**config.mk**
```make
export PLATFORM = sky130hd
export DESIGN_NAME = sl_transmitter
export DESIGN_NICKNAME = d
export VERILOG_FILES = /design/src/rtl/sl_transmitter.sv
export SDC_FILE = /design/constraint.sdc
export NUM_CORES = 1
export LEC_CHECK = 0
export ABC_AREA = 0
export ABC_CLOCK_PERIOD_IN_PS = 5490
export CORE_ASPECT_RATIO = 1.25
export CORE_UTILIZATION = 55
export DETAILED_ROUTE_END_ITERATION = 8
export PLACE_DENSITY = 0.91
export SLEW_MARGIN = 30
export SYNTH_ARGS = -nofsm -noshare
export SYNTH_HDL_FRONTEND = slang
export SYNTH_SLANG_ARGS = --single-unit
```
**constraint.sdc**
```tcl
create_clock -name clk -period 5.49 [get_ports clk]
set_input_delay 1.098 -clock clk [delete_from_list [all_inputs] [get_ports clk]]
set_output_delay 1.098 -clock clk [all_outputs]
set_load 0.02 [all_outputs]
```
**src/rtl/sl_transmitter.sv**
```systemverilog
// sl_transmitter
//   Serial-Link two-wire transmitter. Serialises an 8/16/24/32-bit word MSB
//   first onto two active-low strobe lines: a low pulse on sl0 is a 0 bit,
//   a low pulse on sl1 is a 1 bit, and both lines low together ends the word.
//
//   Optional feature macro: SL_TX_PARITY_EN
//     defined   -> one odd-parity bit (~^ of the data bits) follows the data
//     undefined -> stop marker follows the last data bit directly
//
// Ports
//   clk      in   system clock, rising edge
//   reset_n  in   synchronous active-low reset
//   enable   in   request to send, sampled only while ready=1 and idle
//   mode[1:0] in  word length 00=8, 01=16, 10=24, 11=32 bits
//   data[31:0] in word to send, low 8*(mode+1) bits used
//   ready    out  idle and able to accept a word
//   sl0      out  zero-strobe line, active low, idle high
//   sl1      out  one-strobe line, active low, idle high
//
// State table
//   IDLE      | waiting for enable, lines high, ready high
//   BIT_LOW   | current bit's strobe held low for PULSE_CYCLES
//   BIT_HIGH  | both lines high for GAP_CYCLES between pulses
//   STOP_LOW  | both lines low (end of word) for PULSE_CYCLES
//   STOP_HIGH | both lines high for GAP_CYCLES before returning idle

module sl_transmitter #(
    parameter int PULSE_CYCLES = 1,
    parameter int GAP_CYCLES   = 1
) (
    input  logic        clk,
    input  logic        reset_n,
    input  logic        enable,
    input  logic [1:0]  mode,
    input  logic [31:0] data,
    output logic        ready,
    output logic        sl0,
    output logic        sl1
);

    typedef enum logic [2:0] {
        IDLE      = 3'd0,
        BIT_LOW   = 3'd1,
        BIT_HIGH  = 3'd2,
        STOP_LOW  = 3'd3,
        STOP_HIGH = 3'd4
    } state_t;

    localparam int TMAX = (PULSE_CYCLES > GAP_CYCLES) ? PULSE_CYCLES : GAP_CYCLES;
    localparam int TW   = (TMAX > 1) ? $clog2(TMAX) : 1;
    localparam logic [TW-1:0] PULSE_LOAD = TW'(PULSE_CYCLES - 1);
    localparam logic [TW-1:0] GAP_LOAD   = TW'(GAP_CYCLES - 1);

    state_t        state, state_nxt;
    logic [TW-1:0] timer;
    logic [5:0]    bit_cnt;
    logic [32:0]   shreg;
    logic          tc;
    logic          capture;

    logic [5:0]    n_data;
    logic [5:0]    shamt;
    logic [32:0]   load_shreg;
    logic [5:0]    load_cnt;

    logic          ready_d, sl0_d, sl1_d;

    assign tc      = (timer == '0);
    assign capture = (state == IDLE) && enable && ready;

    // Word is left-aligned so the bit on the wire is always shreg[32]; the
    // parity bit, when present, sits directly below the last data bit.
    always_comb begin
        n_data     = 6'(({4'b0000, mode} + 6'd1) << 3);
        shamt      = 6'd32 - n_data;
        load_shreg = {data << shamt, 1'b0};
        load_cnt   = n_data;
`ifdef SL_TX_PARITY_EN
        load_shreg = load_shreg
                   | (33'(~^(data & (32'hFFFF_FFFF >> shamt))) << shamt);
        load_cnt   = n_data + 6'd1;
`endif
    end

    always_ff @(posedge clk) begin
        if (!reset_n) begin
            state   <= IDLE;
            timer   <= '0;
            bit_cnt <= '0;
            shreg   <= '0;
        end else begin
            state <= state_nxt;
            if (state_nxt != state) begin
                case (state_nxt)
                    BIT_LOW, STOP_LOW:   timer <= PULSE_LOAD;
                    BIT_HIGH, STOP_HIGH: timer <= GAP_LOAD;
                    default:             timer <= '0;
                endcase
            end else if (!tc) begin
                timer <= timer - TW'(1);
            end
            if (capture) begin
                shreg   <= load_shreg;
                bit_cnt <= load_cnt;
            end else if (state == BIT_LOW && tc) begin
                shreg   <= {shreg[31:0], 1'b0};
                bit_cnt <= bit_cnt - 6'd1;
            end
        end
    end

    always_comb begin
        state_nxt = state;
        case (state)
            IDLE:      if (capture) state_nxt = BIT_LOW;
            BIT_LOW:   if (tc)      state_nxt = BIT_HIGH;
            BIT_HIGH:  if (tc)      state_nxt = (bit_cnt != '0) ? BIT_LOW : STOP_LOW;
            STOP_LOW:  if (tc)      state_nxt = STOP_HIGH;
            STOP_HIGH: if (tc)      state_nxt = IDLE;
            default:                state_nxt = IDLE;
        endcase
    end

    // Outputs are decoded from the current state and registered, so the
    // lines trail the state register by one clock.
    always_comb begin
        ready_d = (state == IDLE);
        sl0_d   = 1'b1;
        sl1_d   = 1'b1;
        case (state)
            BIT_LOW: begin
                sl0_d = shreg[32];
                sl1_d = ~shreg[32];
            end
            STOP_LOW: begin
                sl0_d = 1'b0;
                sl1_d = 1'b0;
            end
            default: ;
        endcase
    end

    always_ff @(posedge clk) begin
        if (!reset_n) begin
            ready <= 1'b1;
            sl0   <= 1'b1;
            sl1   <= 1'b1;
        end else begin
            ready <= ready_d;
            sl0   <= sl0_d;
            sl1   <= sl1_d;
        end
    end

endmodule

```
==> results.toml, run 1 <==
[run_status]
status = "finished, final reports clean"

[timing]
period_needed_ns = 3.50
final-hold-violation-count = 0
tightest_slew_ns = 0.885
max_clock_freq_mhz = 286
rsz0062_at_grt = "no"
finalSetupViolations = 0
max_slew_margin_pct = 40.8
drv_slew = 0
fin_tns_setup_ns = 0
timing.final.crit_share_pct = 63.7
fin_skew_ns = 0.00947

[worst_setup_path]
cp.arrival_ns = 3.71
crit_family = "buffers and inverters"
cp_max_fo = 28
max_stage_delay_ns = 0.62
crit_chain = "clkdlybuf4s50_1 > buf_4 > ha_1 > nor2b_1 > buf_4 > a21oi_1 > a311oi_2"
worstPathRequired_ns = 5.70
critPathBufInv = 3
crit_slowest_cell = "ha_1"
reg2reg_from = "state[1]"
worst_setup_path_start_kind = "input port"
cp-end-kind = "register"
r2r-end = "shreg[10]"
cpMostUsedCell = "buf_4"
reg2regPathDepth = 4
worstSetupPathType = "input port to register"
r2r_setup_slack_ns = 3.16

[synth]
syn_area_mm2 = 0.00248
synth_edf_count = 0
dominantRegCellSynth = "dfxtp_1"
yosysMostFrequentCell = "dfxtp_1"
yosysTopAreaCellShare_pct = 36.4
yosysSeqAreaShare_pct = 36.4
syn_inst = 267
syn-num-nets = 307
synth.distinct_cells = 42
netlist_top_cells_count = "45 x dfxtp_1, 30 x nand2_1, 25 x nor2_1, 16 x o21ai_0, 15 x o22ai_1"
yosys.area.top_type = "dfxtp_1"
async_reset_ff_share_pct = 0
syn_avg_cell_area_um2 = 9.28
synth.area.top_cells = "dfxtp_1 36%, mux4_2 7.3%, a221oi_2 4.8%"
yosysWarnings = 0
ys_ff_latch = 45

[worst_hold_path]
hp-start = "shreg[5]"
holdPathStages = 2
worstHoldEndpoint = "shreg[6]"
hold_class = "register to register"

[detailed_routing]
vias = 2228
ant_nets = 0
routed_via_density = 6.38
dr.pass1.iters = 5
drt_wl_total_mm = 6.10
drtIter0Drc = 209
remaining_drc_errors = 0
post_drt_wl_per_cell_um = 17.5

[grt]
grt_pass1_wl_mm = 9.92
grt_usage_pct = 27.9
grt_overflow = 0
grt_max_degree = 37
antenna_found_initial = 0
grt_pass1_vias = 2155

[clocking]
cts_max_path_buffers = 2
cts_tree = "yes"
cts_max_level = 2
cts_resized = 0
postCtsHoldBufs = 0
cts_buffers = 5
clk_latency_ns = 0.31
ctsRootBufferMaster = "clkbuf_8"
post-cts-setup-buffers = 0
clkSlewWorstSetupHoldPaths_ns = 0.08
cts.sinks = 45

[placed_design]
gp_congestion = 0.908
hpwl_mm = 4.22
dp.cells = 342
io_buffer_count = 39
postPlaceCellArea_mm2 = 0.00283

[floorplan]
dieArea_mm2 = 0.00478
core_mm2 = 0.00420
io_pins = 40
die_h_um = 77.0
start_util_pct = 59.0
std_cell_rows = 26
die_w_um = 62.0

[finish]
final_area_mm2 = 0.00294
fin_nets = 333
final_cells = 349
multi_input_area_mm2 = 0.00141
drive_gt1_share_pct = 14.7
areaGrowthSynthToFinish_pct = 18.5
register_area_um2 = 901
antennaDiodeCount = 0
nFillCells = 306

[pwr]
ir_drop_v = 0.000158
p_per_area_mw_per_mm2 = 293
power.leakage_nw = 1.05
power_mw = 0.861

[run]
cap_violations = 0
## layout make-up
type | instances | share of cell area, %
Sequential cell | 45 | 30.7
Clock buffer | 5 | 2.34
Clock inverter | 2 | 1.19
Inverter | 6 | 0.767
Multi-Input combinational cell | 191 | 47.9
Tap cell | 56 | 2.39
Timing Repair Buffer | 44 | 14.7
## cell usage in the layout (no fill, tap or decap), types with 4 or more instances in the layout
master / count
nor2_1: 25
a311oi_1: 7
clkbuf_8: 5
a31oi_1: 4
o21ai_0: 16
dfxtp_1: 45
mux2i_1: 8
a2bb2oi_1: 8
clkdlybuf4s50_1: 39
nand3_1: 5
nand2_1: 30
a221oi_2: 8
inv_1: 6
mux4_2: 8
buf_4: 4
nor3_1: 9
a21oi_1: 11
o22ai_1: 15
mux2_2: 8
## kinds of logic (layout without fill, tap and decap cells)
| logic type | count (synthesis) | in the layout | share of synthesized area (%) |
|---|---|---|---|
| other | 1 | 1 | 0.151 |
| xor gates and xnor gates | 3 | 3 | 1.06 |
| AOI/OAI and AO/OA | 79 | 79 | 23.9 |
| muxes | 24 | 24 | 14.1 |
| and+or+nand+nor | 81 | 81 | 15.6 |
| buffers and inverters | 31 | 57 | 7.22 |
| DFF | 45 | 45 | 36.4 |
| adders and majority gates | 3 | 3 | 1.52 |
## registers in the layout, summed over array words and instances, names as in the netlist
name     count
shreg       32
bit_cnt      6
state        3
ready        1
sl0          1
sl1          1
timer        1
## worst max path at each step
stage / startpoint / end / slack [ns] / depth (start not counted)
after floorplan: mode[0] / shreg[32] / 2.84 / 6
after global placement: mode[0] / shreg[5] / 1.83 / 7
after detailed placement: mode[0] / shreg[4] / 1.71 / 7
after CTS: mode[0] / shreg[4] / 2.01 / 7
after global routing: mode[0] / shreg[4] / 1.80 / 7
final: mode[0] / shreg[5] / 1.99 / 7
## per-stage QoR
stage	hold WS, ns	setup slack [ns]	util, %
CTS	0.481	2.01	69.9
global placement	0.459	1.83	67.2
floorplan	0.445	2.84	-
detailed placement	0.463	1.71	67.5
global route	0.491	1.80	69.9
finish	0.484	1.99	69.9
## worst min-delay path: cells and delay by family (launching register included)
| family | cells | cell delay, ns |
|---|---|---|
| AND/OR/NAND/NOR | 1 | 0.05 |
| flip-flops | 1 | 0.32 |
| AO/OA/AOI/OAI | 1 | 0.07 |
## report_power, final
group          switching [mW]  internal, mW
Sequential             0.0249         0.364
Combinational           0.117         0.105
Clock                   0.117         0.132
## layer usage
layer / GRT usage (%) / wire length (um) / up-vias
met3: 3.71 / 384 / 16
li1: - / - / 1040
met4: 11.8 / 153 / 0
met2: 46.0 / 3120 / 112
met1: 35.3 / 2440 / 1060
met5: 0 / 0 / -
Power figures use the tool's default switching activity.
==> inputs of run 2 (changes only) <==
ABC_CLOCK_PERIOD_IN_PS = 2800   (was 5490)
CORE_UTILIZATION = 48   (was 55)
PLACE_DENSITY = 0.85   (was 0.91)
clock period = 2.8 ns   (was 5.49 ns; I/O delays follow)
==> results.toml, run 2 (synthesis gave the netlist of run 1 again) <==
[worst_setup_path]
crit_chain = "or4b_1 > buf_4 > o21ai_0 > nor3_1"
crit_path_start = "state[0]"
endpoint = "shreg[18]"
crit_family = "simple AND/OR/NAND/NOR gates"
reg2regPathDepth = 4
cp.arrival_ns = 2.33
cp_max_fo = 20
crit_slowest_cell = "or4b_1"
worstPathRequired_ns = 2.98
critPathBufInv = 1
r2r_setup_slack_ns = 0.65
cp-end-kind = "register"
worst_setup_path_start_kind = "register"
max_stage_delay_ns = 0.79
r2r-end = "shreg[18]"
path_depth = 4
reg2reg_from = "state[0]"
worstSetupPathType = "register to register"

[detailed_routing]
dr.pass1.iters = 4
remaining_drc_errors = 0
drt_wl_total_mm = 6.44
post_drt_wl_per_cell_um = 17.8
ant_nets = 0
vias = 2293
routed_via_density = 6.35
drtIter0Drc = 241

[grt]
grt_overflow = 0
grt_pass1_vias = 2203
antenna_found_initial = 0
grt_max_degree = 28
grt_usage_pct = 25.2
grt_pass1_wl_mm = 10.2

[placed_design]
io_buffer_count = 39
hpwl_mm = 4.36
gp_congestion = 0.802

[clocking]
cts_max_path_buffers = 2
ctsRootBufferMaster = "clkbuf_8"
cts_tree = "yes"
clkSlewWorstSetupHoldPaths_ns = 0.08
clk_latency_ns = 0.30
cts.sinks = 45
cts_resized = 0
post-cts-setup-buffers = 0
postCtsHoldBufs = 0
cts_max_level = 2
cts_buffers = 5

[finish]
largest_reg_flops = 32
fin_nets = 340
final_cell_mix = "45 x dfxtp_1, 39 x clkdlybuf4s50_1, 30 x nand2_1, 25 x nor2_1, 16 x o21ai_0"
antennaDiodeCount = 0
nFillCells = 399
reg_top3 = "shreg: 32 flops, bit_cnt: 6 flops, state: 3 flops"
final_common_cell = "dfxtp_1"
multi_input_area_mm2 = 0.00141
register_area_um2 = 901
registers.top_by_ff_count = "shreg"
areaGrowthSynthToFinish_pct = 21.7
drive_gt1_share_pct = 16.6

[floorplan]
die_h_um = 82.3
std_cell_rows = 28
die_w_um = 66.3
io_pins = 40
core_mm2 = 0.00483
dieArea_mm2 = 0.00545
start_util_pct = 51.2

[timing]
max_clock_freq_mhz = 466
fin_skew_ns = 0.00412
drv_slew = 0
timing.final.crit_share_pct = 76.7
finalSetupViolations = 0
final-hold-violation-count = 0
rsz0062_at_grt = "no"
max_slew_margin_pct = 54.2
period_needed_ns = 2.15
tightest_slew_ns = 0.686
fin_tns_setup_ns = 0

[run]
cap_violations = 0

[pwr]
p_per_area_mw_per_mm2 = 576
ir_drop_v = 0.000342
power.leakage_nw = 1.09
power_mw = 1.73

[run_status]
status = "finished, final reports clean"

[worst_hold_path]
hold_class = "register to register"
run 2: cell types whose count changed in the layout (fill, tap and decap cells not counted):
cell and delta:
buf_12 +1, buf_4 +7, buf_6 -1, clkbuf_1 +1, clkbuf_8 +1, clkinv_2 -1
run 2: power by group:
part	leakage, nW	internal (mW)	switching [mW]
combinational	0.662	0.219	0.241
sequential	0.370	0.713	0.0445
clock	0.0585	0.291	0.226
run 2: per-stage QoR:
step                hold WS [ns]  area, um2  utilization [%]  std cells  setup WS (ns)
floorplan                  0.445       2480                -        267          0.693
CTS                        0.488       3010             62.3        361          0.647
finish                     0.482       3010             62.3        361          0.652
detailed placement         0.470       2900             59.9        353          0.447
global placement           0.462       2900             59.9        353          0.501
global route               0.512       3010             62.3        361          0.535
run 2: routing by layer:
metal	GRT usage (%)	share of wire (%)	vias up
met2	43.4	50	116
li1	-	-	1057
met3	5.49	6.7	19
met5	0	0	-
met4	12.8	3.3	0
met1	29.2	40	1101
run 2: area by class of cell:
| type | count | area share [%] |
|---|---|---|
| Inverter | 6 | 0.747 |
| Tap cell | 60 | 2.49 |
| Sequential cell | 45 | 29.9 |
| Clock inverter | 1 | 0.996 |
| Timing Repair Buffer | 51 | 16.4 |
| Multi-Input combinational cell | 191 | 46.7 |
| Clock buffer | 7 | 2.86 |
run 2: worst min-delay path by stage:
| stage | start | endpoint | slack (ns) | cells after the start |
|---|---|---|---|---|
| final | shreg[32] | sl1 | 0.48 | 1 |
| after global routing | shreg[3] | shreg[4] | 0.51 | 2 |
| after CTS | shreg[6] | shreg[7] | 0.49 | 2 |
| after detailed placement | shreg[30] | shreg[31] | 0.47 | 2 |
| after global placement | shreg[32] | sl1 | 0.46 | 1 |
| after floorplan | shreg[32] | sl1 | 0.44 | 1 |
==> inputs of run 3 (changes only) <==
ABC_CLOCK_PERIOD_IN_PS = 1850   (was 2800)
clock period = 1.85 ns   (was 2.8 ns; I/O delays follow)
==> results.toml, run 3 (synthesis gave the netlist of run 1 again) <==
[floorplan]
core_mm2 = 0.00483
dieArea_mm2 = 0.00545
start_util_pct = 51.2
die_h_um = 82.3
std_cell_rows = 28
io_pins = 40
die_w_um = 66.3

[timing]
whs_ns = 0.478
rsz0062_at_grt = "yes"
max_clock_freq_mhz = 555
setup_ws_ns = 0.0478
timing.final.crit_share_pct = 97.4
drv_slew = 0
fin_skew_ns = 0.00632
finalSetupViolations = 0
period_needed_ns = 1.80
final-hold-violation-count = 0

[placed_design]
gp_congestion = 0.816
pre_cts_slack_ns = -0.295
hpwl_mm = 4.89
dp.cells = 368
io_buffer_count = 39

[finish]
largest_reg_flops = 32
final_util_pct = 66.0
final_cells = 379
areaGrowthSynthToFinish_pct = 28.8
reg_top3 = "shreg: 32 flops, bit_cnt: 6 flops, state: 3 flops"
final_cell_mix = "45 x dfxtp_1, 39 x clkdlybuf4s50_1, 30 x nand2_1, 25 x nor2_1, 25 x buf_4"
register_area_um2 = 901
fin_nets = 358
multi_input_area_mm2 = 0.00141
drive_gt1_share_pct = 22.3
nFillCells = 395
registers.top_by_ff_count = "shreg"
antennaDiodeCount = 0
final_common_cell = "dfxtp_1"

[clocking]
clkSlewWorstSetupHoldPaths_ns = 0.09
clk_latency_ns = 0.30
cts_max_level = 2
ctsRootBufferMaster = "clkbuf_8"
postCtsHoldBufs = 0
cts.sinks = 45
cts_tree = "yes"
cts_max_path_buffers = 2
cts_buffers = 5

[worst_setup_path]
worstSetupPathType = "input port to register"
cp_max_fo = 14
cp-end-kind = "register"
max_stage_delay_ns = 0.48
crit_slowest_cell = "clkdlybuf4s50_1"
worst_setup_path_start_kind = "input port"
crit_chain = "clkdlybuf4s50_1 > ha_1 > buf_12 > mux4_2 > o22ai_1 > nor2_1"
cp.arrival_ns = 1.99
crit_family = "buffers and inverters"
critPathBufInv = 2
worstPathRequired_ns = 2.04

[detailed_routing]
vias = 2303
drtIter0Drc = 136
post_drt_wl_per_cell_um = 17.5
drt_wl_total_mm = 6.62
dr.pass1.iters = 4
routed_via_density = 6.08
ant_nets = 0
remaining_drc_errors = 0

[pwr]
ir_drop_v = 0.000467
power.leakage_nw = 1.20
p_per_area_mw_per_mm2 = 812

[run_status]
status = "finished, final reports clean"

[worst_hold_path]
hold_class = "register to register"

[grt]
grt_pass1_vias = 2210
grt_overflow = 0
grt_pass1_wl_mm = 10.3
grt_max_degree = 37
grt_usage_pct = 25.7
antenna_found_initial = 0

[run]
cap_violations = 0
## run 3: changes by cell type in the layout (fill, tap and decap cells not counted)
cell	change
buf_12	+4
buf_4	+14
bufinv_16	-1
clkbuf_1	-1
clkbuf_8	+1
clkinv_2	+1
nand3_1	-1
nand3_2	+1
nor2b_1	-1
nor2b_2	+1
## run 3: worst paths after layout
check,slack [ns],end,start,cells past startpoint
hold reg to reg,0.48,shreg[1],shreg[1],2
hold / removal,0.48,shreg[1],shreg[1],2
setup / recovery,0.05,shreg[26],mode[0],6
setup reg to reg,0.12,bit_cnt[5],state[1],5
## run 3: worst register-to-register path: cells and delay by family, from the launching register on
kind	cells	cell delay [ns]
buffers and inverters	1	0.23
flip-flops	1	0.37
AND/OR/NAND/NOR	2	0.73
AO/OA/AOI/OAI	2	0.28
## run 3: through the flow
stage               cell area, um2  power [mW]  setup TNS, ns
finish                        3190        2.59              0
global route                  3190        2.72        -0.0162
CTS                           3160        2.59              0
detailed placement            3060        1.92          -6.27
global placement              3060        1.89          -3.87
floorplan                     2480        1.64              0
## run 3: area by class of cell
type	instances	area share, %
well taps	60	2.35
clock inverters	1	0.157
repair buffers	69	21.2
clock buffers	7	3.02
multi-input cells	191	44.3
flip-flops and latches	45	28.2
inverters	6	0.706
## run 3: metal layers
layer  wire [um]  global-route usage (%)  share of wire, %
met4         235                    15.3               3.5
met3         397                    5.77               6.0
met1        2670                    29.6                40
met2        3310                    43.4                50
met5           0                       0                 0
## run 3: report_power, final
group          internal [mW]  leakage (nW)  total (mW)  switching, mW
registers               1.08         0.370        1.14         0.0657
logic                  0.395         0.774       0.775          0.380
clock network          0.338        0.0542       0.674          0.336
total                   1.81          1.20        2.59          0.781
## run 3: repair_timing
action	4_1_cts	5_1_grt
gates resized for setup	0	2
endpoints found under the setup margin	0	16
buffers inserted	0	3
